## src/rtl/uart_verici_hakem_if.sv

```systemverilog
// Byte bus between the producers, the arbiter and the UART transmitter.
// Requester r drives bit r of istek_gecerli_i / istek_son_i and bits
// [8r+7:8r] of istek_veri_i. The arbiter uses the slave modport. The
// producer/transmitter side uses the master modport.
interface uart_verici_hakem_if #(
  parameter int NUM_REQ = 4
);
  logic [NUM_REQ-1:0]   istek_gecerli_i;
  logic [8*NUM_REQ-1:0] istek_veri_i;
  logic [NUM_REQ-1:0]   istek_son_i;
  logic [NUM_REQ-1:0]   istek_kabul_o;
  logic                 verici_gecerli_o;
  logic [7:0]           verici_veri_o;
  logic                 verici_consume_i;

  modport slave (
    input  istek_gecerli_i,
    input  istek_veri_i,
    input  istek_son_i,
    input  verici_consume_i,
    output istek_kabul_o,
    output verici_gecerli_o,
    output verici_veri_o
  );

  modport master (
    output istek_gecerli_i,
    output istek_veri_i,
    output istek_son_i,
    output verici_consume_i,
    input  istek_kabul_o,
    input  verici_gecerli_o,
    input  verici_veri_o
  );
endinterface

```

## src/rtl/uart_verici_hakem.sv

```systemverilog
// Round-robin, packet-locked arbiter that shares one UART transmitter
// between NUM_REQ byte producers. A granted requester keeps the
// transmitter until one of its bytes flagged "son" is consumed.
//
// Optional feature: define UART_VERICI_HAKEM_ZAMAN_ASIMI_EN to evict an
// owner that has kept valid low for ZAMAN_ASIMI cycles. Without the macro
// no counter is built and zaman_asimi_o is tied low.

// Per-requester lane: masks the requester's byte onto the shared bus when
// it is the locked owner and forms its consume pulse.
module uart_verici_hakem_serit #(
  parameter int ID_W = 2,
  parameter int IDX  = 0
) (
  input  logic [ID_W-1:0] sahip,
  input  logic            kilitli,
  input  logic            gecerli,
  input  logic [7:0]      veri,
  input  logic            son,
  input  logic            consume,
  output logic            gecerli_m,
  output logic [7:0]      veri_m,
  output logic            kabul,
  output logic            son_kabul
);
  logic secili;

  assign secili    = kilitli && (sahip == ID_W'(IDX));
  assign gecerli_m = secili & gecerli;
  assign veri_m    = secili ? veri : 8'h00;
  // A consume while nothing is presented is ignored.
  assign kabul     = gecerli_m & consume;
  assign son_kabul = kabul & son;
endmodule

module uart_verici_hakem #(
  parameter int NUM_REQ     = 4,
  parameter int ID_W        = 2,
  parameter int ZAMAN_ASIMI = 50000
) (
  input  logic                clk_i,
  input  logic                rstn_i,
  uart_verici_hakem_if.slave  bus,
  output logic [ID_W-1:0]     sahip_o,
  output logic                kilitli_o,
  output logic                zaman_asimi_o
);

  // Reject configurations the owner index or timeout counter cannot hold.
  if (ID_W != $clog2(NUM_REQ) || NUM_REQ < 2 || NUM_REQ > 8 ||
      ZAMAN_ASIMI < 2 || ZAMAN_ASIMI > 65535) begin : g_param_hata
    $error("uart_verici_hakem: illegal NUM_REQ/ID_W/ZAMAN_ASIMI");
  end

  typedef enum logic {BOSTA = 1'b0, SAHIPLI = 1'b1} durum_t;

  durum_t          durum_r, durum_d;
  logic [ID_W-1:0] sahip_r, sahip_d;
  logic [ID_W-1:0] son_sahip_r, son_sahip_d;
  logic [ID_W-1:0] secim;
  logic            kilitli;
  logic            sure_doldu;

  logic [NUM_REQ-1:0][7:0] veri_v;
  logic [NUM_REQ-1:0][7:0] veri_m;
  logic [NUM_REQ-1:0]      gecerli_m;
  logic [NUM_REQ-1:0]      kabul;
  logic [NUM_REQ-1:0]      son_kabul;
  logic                    sahip_gecerli;
  logic                    herhangi_kabul;
  logic                    son_geldi;

  assign veri_v  = bus.istek_veri_i;
  assign kilitli = (durum_r == SAHIPLI);

  for (genvar r = 0; r < NUM_REQ; r++) begin : g_serit
    uart_verici_hakem_serit #(
      .ID_W (ID_W),
      .IDX  (r)
    ) u_serit (
      .sahip     (sahip_r),
      .kilitli   (kilitli),
      .gecerli   (bus.istek_gecerli_i[r]),
      .veri      (veri_v[r]),
      .son       (bus.istek_son_i[r]),
      .consume   (bus.verici_consume_i),
      .gecerli_m (gecerli_m[r]),
      .veri_m    (veri_m[r]),
      .kabul     (kabul[r]),
      .son_kabul (son_kabul[r])
    );
  end

  // Only the owner lane is non-zero, so OR-merging selects its byte.
  always_comb begin
    bus.verici_veri_o = 8'h00;
    for (int r = 0; r < NUM_REQ; r++) begin
      bus.verici_veri_o = bus.verici_veri_o | veri_m[r];
    end
  end

  assign sahip_gecerli        = |gecerli_m;
  assign bus.verici_gecerli_o = sahip_gecerli;
  assign bus.istek_kabul_o    = kabul;
  assign herhangi_kabul       = |kabul;
  assign son_geldi            = |son_kabul;

  // Round-robin pick: scan son_sahip_r+1, +2, ... wrapping. Iterating from
  // the farthest distance down lets the nearest valid requester win last.
  always_comb begin
    int hedef;
    secim = '0;
    hedef = 0;
    for (int i = NUM_REQ; i >= 1; i--) begin
      hedef = int'(son_sahip_r) + i;
      if (hedef >= NUM_REQ) hedef = hedef - NUM_REQ;
      for (int r = 0; r < NUM_REQ; r++) begin
        if (bus.istek_gecerli_i[r] && (hedef == r)) secim = ID_W'(r);
      end
    end
  end

`ifdef UART_VERICI_HAKEM_ZAMAN_ASIMI_EN
  localparam logic [15:0] SAYAC_SON = 16'(ZAMAN_ASIMI - 1);

  logic [15:0] sayac_r;
  logic        zaman_r;

  // Eviction fires on the idle cycle that finds the counter already at its
  // last value, i.e. after ZAMAN_ASIMI consecutive idle owner cycles.
  assign sure_doldu = kilitli && !bus.istek_gecerli_i[sahip_r] &&
                      (sayac_r == SAYAC_SON);

  // Idle-owner counter: held at 0 outside SAHIPLI, cleared by every kabul.
  always_ff @(posedge clk_i or negedge rstn_i) begin
    if (!rstn_i) begin
      sayac_r <= '0;
    end else if (!kilitli || herhangi_kabul || sure_doldu) begin
      sayac_r <= '0;
    end else if (!bus.istek_gecerli_i[sahip_r]) begin
      sayac_r <= sayac_r + 16'd1;
    end
  end

  // One-cycle eviction pulse, visible in the first BOSTA cycle.
  always_ff @(posedge clk_i or negedge rstn_i) begin
    if (!rstn_i) zaman_r <= 1'b0;
    else         zaman_r <= sure_doldu;
  end

  assign zaman_asimi_o = zaman_r;
`else
  assign sure_doldu    = 1'b0;
  assign zaman_asimi_o = 1'b0;
`endif

  // State, owner and last-owner registers.
  always_ff @(posedge clk_i or negedge rstn_i) begin
    if (!rstn_i) begin
      durum_r     <= BOSTA;
      sahip_r     <= '0;
      son_sahip_r <= ID_W'(NUM_REQ - 1);
    end else begin
      durum_r     <= durum_d;
      sahip_r     <= sahip_d;
      son_sahip_r <= son_sahip_d;
    end
  end

  // Next state: grant from BOSTA, release on a consumed "son" byte or
  // on timeout. Releasing records the owner so it gets lowest priority.
  always_comb begin
    durum_d     = durum_r;
    sahip_d     = sahip_r;
    son_sahip_d = son_sahip_r;
    case (durum_r)
      BOSTA: begin
        if (|bus.istek_gecerli_i) begin
          sahip_d = secim;
          durum_d = SAHIPLI;
        end
      end
      SAHIPLI: begin
        if (son_geldi || sure_doldu) begin
          son_sahip_d = sahip_r;
          durum_d     = BOSTA;
        end
      end
      default: durum_d = BOSTA;
    endcase
  end

  assign sahip_o   = sahip_r;
  assign kilitli_o = kilitli;

endmodule

```

## src/flat_wrapper.sv

```systemverilog
// flat-port wrapper written by rule: the top's interface ports become plain ports
module uart_verici_hakem_flat 
#(
  parameter int NUM_REQ     = 4,
  parameter int ID_W        = 2,
  parameter int ZAMAN_ASIMI = 50000
)
  (clk_i, rstn_i, sahip_o, kilitli_o, zaman_asimi_o, bus_istek_gecerli_i, bus_istek_veri_i, bus_istek_son_i, bus_verici_consume_i, bus_istek_kabul_o, bus_verici_gecerli_o, bus_verici_veri_o);
  uart_verici_hakem_if #(.NUM_REQ(NUM_REQ)) bus_i ();
  input  logic clk_i;
  input  logic rstn_i;
  output logic [ID_W-1:0] sahip_o;
  output logic kilitli_o;
  output logic zaman_asimi_o;
  input wire logic [$bits(bus_i.istek_gecerli_i)-1:0] bus_istek_gecerli_i;
  input wire logic [$bits(bus_i.istek_veri_i)-1:0] bus_istek_veri_i;
  input wire logic [$bits(bus_i.istek_son_i)-1:0] bus_istek_son_i;
  input wire logic [$bits(bus_i.verici_consume_i)-1:0] bus_verici_consume_i;
  output wire logic [$bits(bus_i.istek_kabul_o)-1:0] bus_istek_kabul_o;
  output wire logic [$bits(bus_i.verici_gecerli_o)-1:0] bus_verici_gecerli_o;
  output wire logic [$bits(bus_i.verici_veri_o)-1:0] bus_verici_veri_o;
  assign bus_i.istek_gecerli_i = bus_istek_gecerli_i;
  assign bus_i.istek_veri_i = bus_istek_veri_i;
  assign bus_i.istek_son_i = bus_istek_son_i;
  assign bus_i.verici_consume_i = bus_verici_consume_i;
  assign bus_istek_kabul_o = bus_i.istek_kabul_o;
  assign bus_verici_gecerli_o = bus_i.verici_gecerli_o;
  assign bus_verici_veri_o = bus_i.verici_veri_o;
  uart_verici_hakem #(.NUM_REQ(NUM_REQ), .ID_W(ID_W), .ZAMAN_ASIMI(ZAMAN_ASIMI)) u_core (.clk_i(clk_i), .rstn_i(rstn_i), .bus(bus_i), .sahip_o(sahip_o), .kilitli_o(kilitli_o), .zaman_asimi_o(zaman_asimi_o));
endmodule
```

## config.mk

```make
export PLATFORM = sky130hd
export DESIGN_NAME = uart_verici_hakem_flat
export DESIGN_NICKNAME = d
export VERILOG_FILES = /design/src/rtl/uart_verici_hakem_if.sv /design/src/rtl/uart_verici_hakem.sv /design/src/flat_wrapper.sv
export SDC_FILE = /design/constraint.sdc
export NUM_CORES = 1
export LEC_CHECK = 0
export ABC_AREA = 1
export CORE_MARGIN = 5
export CORE_UTILIZATION = 32
export CTS_CLUSTER_DIAMETER = 60
export CTS_CLUSTER_SIZE = 10
export DETAILED_ROUTE_END_ITERATION = 10
export PLACE_DENSITY_LB_ADDON = 0.2
export SETUP_SLACK_MARGIN = 0.02
export SYNTH_ARGS = -nofsm -noshare
export SYNTH_HDL_FRONTEND = slang
export SYNTH_SLANG_ARGS = --single-unit
```

## constraint.sdc

```tcl
create_clock -name clk_i -period 2.08 [get_ports clk_i]
set_input_delay 0.312 -clock clk_i [delete_from_list [all_inputs] [get_ports clk_i]]
set_output_delay 0.312 -clock clk_i [all_outputs]
set_load 0.05 [all_outputs]
```

---- Word level (Yosys, flattened, before mapping) ----
Cells that the tools add are included.
operators by class
  bitwise logic cells ..................... 16
  $add $sub $neg .......................... 8
  muxes and demuxes ....................... 26
  reductions and logical operators ........ 28
  eq/ne operators ......................... 15
  magnitude comparators ................... 4
operator list
  operator                                                                 count
  32-bit by 3-bit equality test with 1-bit output (second input constant)  8
  32-bit by 2-bit equality test with 1-bit output (second input constant)  4
  32-bit by 4-bit >= comparator with 1-bit output (second input constant)  4
  32-bit two-way mux                                                       4
  32-bit by 4-bit subtractor with 32-bit output (second input constant)    4
  32-bit zero test                                                         3
  8-bit two-way mux                                                        4
  2-bit two-way mux                                                        14
  8-bit OR                                                                 3
  1-bit logical AND                                                        19
  1-bit AND                                                                12
  4-bit OR reduction                                                       3
  2-bit by 2-bit adder with 3-bit output (second input constant)           2
  2-bit by 3-bit adder with 4-bit output (second input constant)           1
  2-bit equality test (second input constant)                              2
  2-bit AND reduction                                                      2
  2-bit by 1-bit adder with 3-bit output (second input constant)           1
  1-bit two-way mux                                                        3
  2-bit by 1-bit equality test with 1-bit output (second input constant)   1
  2-bit zero test                                                          1
  1-bit one-hot mux with 2 select lines                                    1
  1-bit inverter                                                           1
storage, ports and cells
  logic and storage cells ................. 100
  output and inout bits ................... 17
  bits of input ports ..................... 43
  flip-flop bits (word level) ............. 5

---- Longest topological paths before layout ----
Gate-level depths: netlist (run 1).
  depth in word-level cells ............... 20
  depth in mapped cells ................... 16
  gate-level depth less buffers ........... 15

---- Hierarchy ----
A second synthesis (run 1) with hierarchy kept.
unflattened totals
  cell total of the unflattened synthesis .. 176
  area total of the unflattened synthesis .. 903.4 um^2
modules (own cells, without submodules)
  module                                                   times used  sequential area each (um^2)  cells each  area each (um^2)
  uart_verici_hakem                                        1           127.6                        76          495.5
  uart_verici_hakem_serit (u_core.g_serit[1].u_serit ...)  2           0.0                          25          97.6
  uart_verici_hakem_serit (u_core.g_serit[3].u_serit)      1           0.0                          26          115.1
  uart_verici_hakem_serit (u_core.g_serit[0].u_serit)      1           0.0                          24          97.6

---- Worst setup path after synthesis (run 1) ----
Ideal clock, no wire load.
  path kind ............................... register -> output
  start point ............................. reg u_core.durum_r, in the netlist u_core.kilitli_o
  end point ............................... out bus_verici_gecerli_o
  data required time ...................... 1.768 ns
  stages on the path, launching flop included .. 6
  arrival time ............................ 1.677 ns
  setup slack ............................. 0.091 ns
  path buffers ............................ 0
  path through ............................ dfrtp_1 -> inv_2 -> nor3_4 -> and2_1 -> inv_2 -> nand4_1
on the way
  longest elaborated chain between the ends .. 3
  elaborated cells between the ends (all ways) .. 9
  those cells by class .................... bitwise: 4; reduce/logical: 5
RTL lines
  element                 line                      source
  start, declared         uart_verici_hakem.sv:57   durum_t durum_r, durum_d;
  start signal, assigned  uart_verici_hakem.sv:164  durum_r <= durum_d;
  1-bit logical AND       uart_verici_hakem.sv:28   assign secili = kilitli && (sahip == ID_W'(IDX));
  1-bit AND               uart_verici_hakem.sv:29   assign gecerli_m = secili & gecerli;
  4-bit OR reduction *    uart_verici_hakem.sv:102  assign sahip_gecerli = |gecerli_m;
  end, declared           flat_wrapper.sv:20        output wire logic [$bits(bus_i.verici_gecerli_o)-1:0] bus_verici_gecerli_o;
Every way passes the cells marked *; elsewhere a longest branch is shown, timed or not.

---- Final worst setup path (run 1) ----
  start point ............................. reg u_core.sahip_r[1], in the netlist u_core.sahip_o[1]
  end point ............................... out bus_verici_veri_o[1]
on the way
  longest elaborated chain between the ends .. 6
  elaborated cells between the ends (all ways) .. 15
  those cells by class .................... eq/ne: 3; mux: 4; bitwise: 3; reduce/logical: 5
RTL lines
  element                                                                                   line                      source
  start, declared                                                                           uart_verici_hakem.sv:58   logic [ID_W-1:0] sahip_r, sahip_d;
  start signal, assigned                                                                    uart_verici_hakem.sv:165  sahip_r <= sahip_d;
  2-bit by 1-bit equality test with 1-bit output / 2-bit zero test (equally long branches)  uart_verici_hakem.sv:28
  1-bit logical AND                                                                         uart_verici_hakem.sv:28
  8-bit two-way mux                                                                         uart_verici_hakem.sv:30   assign veri_m = secili ? veri : 8'h00;
  8-bit OR (2 in a row)                                                                     uart_verici_hakem.sv:98   bus.verici_veri_o = bus.verici_veri_o | veri_m[r];
  8-bit OR *                                                                                uart_verici_hakem.sv:98
  end, declared                                                                             flat_wrapper.sv:21        output wire logic [$bits(bus_i.verici_veri_o)-1:0] bus_verici_veri_o;
Marked as above.

==> summary.txt, run 1 <==
Pwr
  – Power per cell area: 1596 nW/um^2
  – VDD IR max: 1092 uV
  – Static Leak: roughly 0.00064 uW

Floorplanning
  – Die ar.: around 3300 um^2
  – Row cnt: 17
  – Initial core utilization: 33.16%
  – I/O pins: 60
  – Core Region: 2170 um^2
  – Die width: 57.42 um
  – Die height: 57.42 um

Yosys
  – Syn. warnings: 0
  – Post-synthesis net count: 165
  – Number of synthesized register bits: 5
  – Ys async rst share: 100.0%
  – Yosys cell types: 25
  – Syn Std Cell Area: 719.4 um^2
  – Sequential share of the synthesized area: 17.74%
  – Cells after Synth: ~120
  – Dominant synthesized flop cell: dfrtp_1
  – EDFF count, synth: 0
  – Syn_area_per_cell: 5.897 um^2

Drt
  – DRC viols: 0
  – Drt pass-1 iters: 4
  – Routed vias: 997
  – Detailed Route WL: 2766 um
  – Vias per inst: 4.840
  – Post-DR wirelength/cell: between 10 and 15 um
  – ANT nets after route: 0
  – DRT iter0 DRCs: 25

Flow run
  – Max-cap violations: 0

Worst setup path
  – Worst EP required: 1.77 ns
  – Reg-to-Reg End: u_core.son_sahip_r[1]
  – CP endpoint kind: output pin
  – Crit path launch type: register
  – Crit path kind: register to output pin
  – Critical Path, Cell by Cell: nor3_2 > buf_4 > nand2_1 > nand4_1 > buf_12
  – Cells on worst reg2reg path: 8
  – CP max-delay cell: dfrtp_1
  – Critical Path Max Stage Delay: 0.45 ns
  – Worst-path fanout max: 6
  – Register-to-register setup slack: between 0.4 and 0.5 ns
  – Cell family with most CP delay: simple AND/OR/NAND/NOR gates
  – R2R Path Start: u_core.kilitli_o
  – CP arrival: 1.64 ns
  – CP Buf/Inv Count: 2

Global route
  – Initial antenna violation count: 0
  – GRT Overall Usage: 16.77%
  – First-pass GRT wire length: ~4300 um
  – Largest net degree at the start of global routing: 12
  – Gr ovfl total: 0
  – Number of global-route vias before repair: 942

Cells and area
  – Diodes inserted: 0
  – Area Overhead vs Synth: 101.7%
  – Finished Cell Area: 1451 um^2
  – Layout net count: 222
  – Share of cells above drive strength 1: 18.54%

Timing
  – Worst clock skew: 0.007014 ns
  – Final setup viols: 0
  – Minimum clock period: slightly below 2 ns
  – Final period util: 93.76%
  – Final slew viol count: 0
  – Hold slack final: ~0.28 ns
  – Slew headroom: 66.08%
  – Max frequency: 512.8 MHz
  – Final setup margin: approximately 0.13 ns
  – Final Hold Fails: 0
  – Setup TNS: 0 ns
  – RSZ-0062 raised after global routing: no
  – Slew @ Worst Pin: 0.5072 ns

Placement
  – Placed cell area: ~1400 um^2
  – GP Congestion: 0.8378
  – Placement Setup Slack: about 0.24 ns
  – Dpl hpwl: 2370 um
  – PortBufs: 58

CTS
  – Clock latency on the worst-skew pair: roughly 0.25 ns
  – Resize count post-CTS: 0
  – CTS tree: done
  – Hold buffer count at cts: 0
  – Clock root cell: clkbuf_4
  – Clock sink count: 5
  – Clock buffer count from CTS: 3
  – H-tree depth: 1
  – Setup Buffers After CTS: 0
  – Clock Tree Buf Depth: 2
  – Worst-path clk slew: ~0.05 ns

Run status
  – Status: complete, no violations

Min path
  – Min-Delay Path Class: input pin to async pin
==> worst max path at each step <==
| stage | end | slack (ns) | cells after the start | startpoint |
|---|---|---|---|---|
| detailed placement | bus_istek_kabul_o[2] | 0.24 | 6 | bus_istek_gecerli_i[2] |
| global placement | bus_istek_kabul_o[2] | 0.25 | 6 | bus_istek_gecerli_i[2] |
| floorplan | bus_verici_gecerli_o | 0.09 | 5 | u_core.kilitli_o |
| finish | bus_verici_veri_o[1] | 0.13 | 5 | u_core.sahip_o[1] |
| CTS | bus_verici_veri_o[1] | 0.09 | 5 | u_core.sahip_o[1] |
| global route | bus_verici_gecerli_o | 0.02 | 6 | u_core.kilitli_o |
==> placed cells by master, fill, tap and decap left out <==
cell type	synthesis	final
nor2_1	8	8
clkbuf_4	0	3
dfstp_2	2	2
nand4_1	6	6
nand2_1	44	44
buf_12	0	13
a22o_4	2	2
inv_2	6	6
buf_4	5	1
a31oi_1	1	1
nor2_4	1	1
dfrtp_1	3	3
nor3_4	1	1
nor4_1	1	1
nand2_2	1	1
inv_1	6	6
nor2_2	2	2
clkdlybuf4s50_1	0	45
nor3_2	1	1
o21ai_1	2	2
and2_1	1	1
a22oi_1	3	3
a21oi_1	2	2
clkbuf_1	0	1
nand3_1	19	19
o21a_1	1	1
conb_1	1	1
a211oi_1	1	1
==> kinds of logic after synthesis <==
| logic type | Yosys count | share of synthesized area (%) |
|---|---|---|
| simple gates | 85 | 55.13 |
| flops | 5 | 17.74 |
| compound gates | 12 | 13.74 |
| other cells | 1 | 0.5212 |
| buf+inv | 19 | 12.87 |
==> power breakdown <==
group | total (uW) | switching (uW) | internal, uW
Sequential | 244 | 90.0 | 154
Clock | 117 | 44.5 | 72.8
Combinational | 1960 | 1120 | 836
==> worst register-to-register path, cell delays in order, from the launching register on <==
cell	delay, ns
dfrtp_1	0.42
inv_2	0.09
nor3_4	0.35
and2_1	0.20
inv_2	0.05
nor2_4	0.11
a22o_4	0.15
nor2_2	0.05
a21oi_1	0.11
==> metal layers <==
layer	vias up	track usage, %	part of all wire, %	wire length (um)
li1	513	-	-	-
met1	445	20.56	42	1167
met2	34	27.74	50	1372
met3	5	4.751	6.9	190
met4	0	5.960	1.3	36
met5	-	0	0	0
==> cells in the mapped netlist, types with 3 or more instances <==
master / instances / area (um^2)
nand2_1: 44 / 165.2
nand3_1: 19 / 95.09
a22oi_1: 3 / 22.52
nor2_1: 8 / 30.03
buf_4: 5 / 37.54
inv_2: 6 / 22.52
nand4_1: 6 / 37.54
dfrtp_1: 3 / 75.07
inv_1: 6 / 22.52
==> through the flow <==
| step | util [%] | std cells | total power, uW |
|---|---|---|---|
| 2_1_floorplan | - | 122 | 1330 |
| 3_3_place_gp | 65.69 | 202 | 2185 |
| 3_5_place_dp | 65.69 | 202 | 2213 |
| 4_1_cts | 66.90 | 206 | 2337 |
| 5_1_grt | 66.90 | 206 | 2456 |
| 6_report | 66.90 | 206 | 2316 |
==> state kept, by name, summed over array words and instances, names as in the netlist <==
register,flops
u_core.sahip_o,2
u_core.son_sahip_r,2
u_core.kilitli_o,1
==> final cells by class <==
class | count | area [um^2]
Clock buffer | 4 | 26.28
Sequential cell | 5 | 127.6
Tap cell | 28 | 35.03
Timing Repair Buffer | 59 | 718.2
Inverter | 12 | 45.04
Fill cell | 190 | 718.2
Multi-Input combinational cell | 98 | 499.2
Power figures use the tool's default switching activity.
==> run 2: changes to the inputs <==
Settings changed: ABC_CLOCK_PERIOD_IN_PS set to 1700, CORE_UTILIZATION 32 to 29.
Clock period 2.08 ns to 1.7 ns, I/O delays scaled along.
==> summary.txt, run 2 (synthesized netlist as in run 1, its figures left out) <==
Timing
  – Final slew viol count: 0 (unchanged)
  – RSZ-0062 raised after global routing: yes
  – Final setup viols: 3 (+3)
  – Final setup margin: -0.01893 ns (-0.1488 ns)
  – Worst clock skew: 0.0006699 ns (-0.006344 ns)
  – Max frequency: roughly 580 MHz
  – Minimum clock period: approximately 1.7 ns
  – Final period util: 101.1%
  – Setup TNS: -0.03379 ns (-0.03379 ns)
  – Final Hold Fails: 0 (unchanged)

Drt
  – Routed metal-1 wirelength: 1025 um (-12%)
  – DRT iter0 DRCs: 33 (+32%)
  – Routed vias: 1046 (+4.9%)
  – Detailed Route WL: 2807 um (+1.5%)
  – Highest Signal Layer: met3
  – Drt pass-1 iters: 4 (unchanged)
  – Vias per inst: 4.691 (-3.1%)
  – Post-DR wirelength/cell: 12.59 um (-6.3%)
  – WL met3: 230 um (+21%)
  – Metal2 WL: 1552 um (+13%)
  – DRC viols: 0 (unchanged)
  – ANT nets after route: 0 (unchanged)

Worst setup path
  – Cells on worst reg2reg path: 14 (+6)
  – Cell family with most CP delay: simple AND/OR/NAND/NOR gates
  – Worst EP required: 1.44 ns (-0.33 ns)
  – CP max-delay cell: dfrtp_2
  – R2R Path Start: u_core.son_sahip_r[1]
  – Reg-to-Reg End: u_core.sahip_o[0]
  – Critical Path Sink: bus_verici_gecerli_o
  – Critical Path Max Stage Delay: 0.45 ns (about the same)
  – CP arrival: 1.46 ns (-0.18 ns)
  – Critical Path, Cell by Cell: nor3_4 > and2_4 > inv_4 > nand4_1 > buf_12
  – CP Buf/Inv Count: 2 (unchanged)
  – Worst-path fanout max: 5 (-1)
  – CP endpoint kind: output pin
  – Critical path depth: 5 (unchanged)
  – Crit path kind: register to output pin
  – Register-to-register setup slack: 0.10 ns (-0.38 ns)
  – Critical path startpoint: u_core.sahip_o[1]
  – Crit path launch type: register

Floorplanning
  – Initial core utilization: 29.58% (-3.6 points)
  – Core Region: 2432 um^2 (+12%)
  – Row cnt: 18 (+1)
  – Die width: 59.81 um (+4.2%)
  – I/O pins: 60 (unchanged)
  – Die height: 59.81 um (+4.2%)
  – Die ar.: 3577 um^2 (+8.5%)

Run status
  – Status: finished, violations left
  – Failing checks: setup timing

CTS
  – Clock root cell: clkbuf_4
  – Clock sink count: 5 (unchanged)
  – Worst-path clk slew: 0.04 ns (about the same)
  – Clock latency on the worst-skew pair: 0.24 ns (about the same)
  – Clock Tree Buf Depth: 2 (unchanged)
  – Clock buffer count from CTS: 3 (unchanged)
  – CTS tree: done
  – Hold buffer count at cts: 0 (unchanged)
  – H-tree depth: 1 (unchanged)

Pwr
  – Power per cell area: 1927 nW/um^2 (+21%)
  – Static Leak: 0.0007320 uW (+14%)
  – VDD IR max: 1668 uV (+53%)
  – Total power: 3099 uW (+34%)

Cells and area
  – Final Non-Filler Cells: 223 (+8.3%)
  – Area Overhead vs Synth: 123.5%
  – Share of cells above drive strength 1: 32.12% (+14 points)
  – Diodes inserted: 0 (unchanged)
  – Commonest non-fill, non-tap cell in the layout: nand2_1
  – Layout net count: 237 (+6.8%)
  – Commonest non-fill, non-tap cells in the layout: nand2_1 (44), clkdlybuf4s50_1 (41), nand3_1 (18)
  – Final Core Density: 66.10% (-0.80 points)
  – Fillers: 200 (+5.3%)

Placement
  – GP Congestion: 0.8493 (+1.4%)
  – Placement Setup Slack: -0.04898 ns (-0.2853 ns)
  – Placed cell count: 210 (+4.0%)
  – PortBufs: 58 (unchanged)
  – Dpl hpwl: 2288 um (-3.4%)

Global route
  – Initial antenna violation count: 0 (unchanged)
  – First-pass GRT wire length: 4291 um (-0.97%)
  – Gr ovfl total: 0 (unchanged)
  – Largest net degree at the start of global routing: 12 (unchanged)
  – Number of global-route vias before repair: 1034 (+9.8%)
  – GRT Overall Usage: 15.63% (-1.1 points)

Min path
  – Min-Delay Path Class: input pin to async pin

Flow run
  – Max-cap violations: 0 (unchanged)
## run 2: timing repair
| action | CTS | global route |
|---|---|---|
| pin swaps | 4 | 3 |
| buffers inserted | 5 | 4 |
| gates resized for setup | 5 | 8 |
| setup endpoints to repair | 11 | 13 |
## run 2: routing by layer
layer,global-route usage (%),vias up
met4,4.430,0
met5,0,-
met1,17.19,459
met3,3.888,0
li1,-,542
met2,29.17,45
## run 2: area by class of cell
class	count	area (um^2)	area share (%)
clock buffers	4	26.28	1.634
multi-input cells	98	529.3	32.92
repair buffers	74	833.3	51.83
flip-flops and latches	5	131.4	8.171
inverters	12	50.05	3.113
well taps	30	37.54	2.335
## run 2: how the worst min path moves through the flow
stage,end,slack [ns],cells after the start
global placement,u_core.sahip_o[0],0.48,1
global route,u_core.sahip_o[0],0.25,1
floorplan,u_core.kilitli_o,-0.04,0
finish,u_core.sahip_o[0],0.23,1
CTS,u_core.sahip_o[0],0.23,1
detailed placement,u_core.sahip_o[0],0.49,1
## run 2: through the flow
stage | cell area [um^2] | hold slack (ns)
2_1_floorplan | 729.5 | -0.04059
6_report | 1608 | 0.2333
3_3_place_gp | 1475 | 0.4838
3_5_place_dp | 1475 | 0.4887
4_1_cts | 1550 | 0.2287
5_1_grt | 1608 | 0.2489
## run 2: where the power goes
group / internal [uW] / switching, uW / total (uW)
clock network: 88.5 / 45.1 / 134
registers: 194 / 106 / 300
logic: 1190 / 1480 / 2660
==> run 3: changes to the inputs <==
Settings changed: CORE_ASPECT_RATIO set to 1.25.
==> summary.txt, run 3 (synthesized netlist as in run 1, its figures left out) <==
Flow run
  – Max-cap violations: 0 (unchanged)

CTS
  – Clock Tree Buf Depth: 2 (unchanged)
  – Worst-path clk slew: 0.04 ns (about the same)
  – Hold buffer count at cts: 0 (unchanged)
  – Clock root cell: clkbuf_4
  – H-tree depth: 1 (unchanged)
  – Clock latency on the worst-skew pair: 0.24 ns (about the same)
  – CTS tree: done
  – Clock buffer count from CTS: 3 (unchanged)
  – Clock sink count: 5 (unchanged)

Drt
  – Highest Signal Layer: met4
  – ANT nets after route: 0 (unchanged)
  – Post-DR wirelength/cell: 13.18 um (+4.7%)
  – WL met3: 277 um (+20%)
  – DRC viols: 0 (unchanged)
  – Drt pass-1 iters: 4 (unchanged)
  – DRT iter0 DRCs: 18 (-45%)
  – Vias per inst: 5.053 (+7.7%)
  – Metal2 WL: 1599 um (+3.0%)
  – Routed metal-1 wirelength: 1025 um (unchanged)
  – Routed vias: 1142 (+9.2%)
  – Detailed Route WL: 2979 um (+6.1%)

Worst setup path
  – Crit path kind: register to output pin
  – Cells on worst reg2reg path: 15 (+1)
  – CP endpoint kind: output pin
  – R2R Path Start: u_core.son_sahip_r[1]
  – Reg-to-Reg End: u_core.sahip_o[0]
  – Worst EP required: 1.44 ns (about the same)
  – Critical Path Sink: bus_verici_veri_o[1]
  – Register-to-register setup slack: 0.15 ns (+0.05 ns)
  – Worst-path fanout max: 8 (+3)
  – CP arrival: 1.46 ns (about the same)
  – Crit path launch type: register
  – Critical path startpoint: u_core.sahip_o[1]

Pwr
  – Switch share: 53.26% (+0.67 points)
  – Sequential share of power: 10.1% (+0.4 points)
  – Clock Power Share: 4.2% (about the same)
  – Net switching power: 1669 uW (+2.4%)
  – VDD IR max: 1236 uV (-26%)
  – Power per cell area: 1908 nW/um^2 (-1.0%)
  – P_int: 1465 uW (-0.30%)
  – Static Leak: 0.0007436 uW (+1.6%)
  – Comb pwr share: 85.7% (-0.3 points)

Floorplanning
  – Die width: 54.55 um (-8.8%)
  – I/O pins: 60 (unchanged)
  – Die height: 65.69 um (+9.8%)
  – Die ar.: 3583 um^2 (+0.18%)
  – Row cnt: 20 (+2)
  – Initial core utilization: 29.95% (+0.37 points)
  – Core Region: 2402 um^2 (-1.2%)

Global route
  – Number of global-route vias before repair: 1183 (+14%)
  – GRT Overall Usage: 17.15% (+1.5 points)
  – Gr ovfl total: 0 (unchanged)
  – Largest net degree at the start of global routing: 12 (unchanged)
  – Initial antenna violation count: 0 (unchanged)
  – First-pass GRT wire length: 4602 um (+7.2%)

Cells and area
  – Commonest non-fill, non-tap cells in the layout: nand2_1 (43), clkdlybuf4s50_1 (41), buf_4 (17)
  – Final Non-Filler Cells: 226 (+1.3%)
  – Commonest non-fill, non-tap cell in the layout: nand2_1
  – Layout net count: 237 (unchanged)
  – Area Overhead vs Synth: 128.3%
  – Share of cells above drive strength 1: 34.20% (+2.1 points)
  – Diodes inserted: 0 (unchanged)

Placement
  – GP Congestion: 0.7949 (-6.4%)
  – Dpl hpwl: 2404 um (+5.1%)
  – PortBufs: 58 (unchanged)
  – Placed cell count: 214 (+1.9%)

Run status
  – Status: finished, violations left
  – Failing checks: setup timing

Timing
  – Setup TNS: -0.02542 ns (+0.008368 ns)
  – Final period util: 100.8% (-0.34 points)
  – Final Hold Fails: 0 (unchanged)
  – Final setup margin: -0.01313 ns (+0.005795 ns)
  – Final setup viols: 2 (-1)
  – RSZ-0062 raised after global routing: yes
  – Final slew viol count: 0 (unchanged)
  – Max frequency: 583.7 MHz (+0.34%)
  – Minimum clock period: 1.713 ns (-0.005795 ns)
  – Worst clock skew: 0.002682 ns (+0.002012 ns)

Min path
  – Min-Delay Path Class: input pin to async pin
[run 3: cell counts in the layout (fill, tap and decap cells not counted)]
Identical to the previous run, type by type.
[run 3: area by class of cell]
cell class / instances / area [um^2]
clock buffers: 4 / 26.28
inverters: 12 / 52.55
fillers: 192 / 759.5
well taps: 33 / 41.29
multi-input cells: 98 / 558.0
repair buffers: 74 / 833.3
flip-flops and latches: 5 / 131.4
[run 3: how the worst min path moves through the flow]
| stage | cells after the start | end | start |
|---|---|---|---|
| 6_report | 1 | u_core.kilitli_o | rstn_i |
| 2_1_floorplan | 0 | u_core.kilitli_o | rstn_i |
| 3_3_place_gp | 1 | u_core.sahip_o[0] | rstn_i |
| 4_1_cts | 1 | u_core.kilitli_o | rstn_i |
| 5_1_grt | 1 | u_core.kilitli_o | rstn_i |
| 3_5_place_dp | 1 | u_core.sahip_o[0] | rstn_i |
[run 3: per-layer routing]
metal | vias to the layer above | global-route usage, %
li1 | 544 | -
met5 | - | 0
met2 | 65 | 31.59
met4 | 0 | 9.034
met1 | 523 | 15.70
met3 | 10 | 5.669
[run 3: timing repair]
item                       CTS  global route
setup endpoints to repair   10            13
setup buffers                4             4
gates resized for setup     14             6
pin swaps                    3             2
[run 3: stage by stage]
step	hold slack [ns]	setup WS, ns	area [um^2]	utilization [%]	power, uW
6_report	0.2317	-0.01313	1643	68.39	3134
5_1_grt	0.2503	-0.07789	1643	68.39	3310
4_1_cts	0.2259	-0.01925	1593	66.30	3051
3_5_place_dp	0.4842	-0.04813	1486	61.88	2773
3_3_place_gp	0.4797	-0.004276	1486	61.88	2740
2_1_floorplan	-0.04059	-0.07846	729.5	-	1649
[run 3: critical path, stage by stage (launching register included)]
cell and delay [ns]:
dfrtp_2 0.47, nor3_4 0.23, buf_6 0.16, nand2_1 0.06
nand4_1 0.14, buf_12 0.16
[run 3: power groups by stage]
stage / registers (uW) / clock network [uW] / logic [uW]
2_1_floorplan: 352 / 0 / 1300
3_3_place_gp: 316 / 0 / 2420
3_5_place_dp: 320 / 0 / 2450
4_1_cts: 319 / 139 / 2590
5_1_grt: 324 / 143 / 2840
6_report: 318 / 132 / 2680
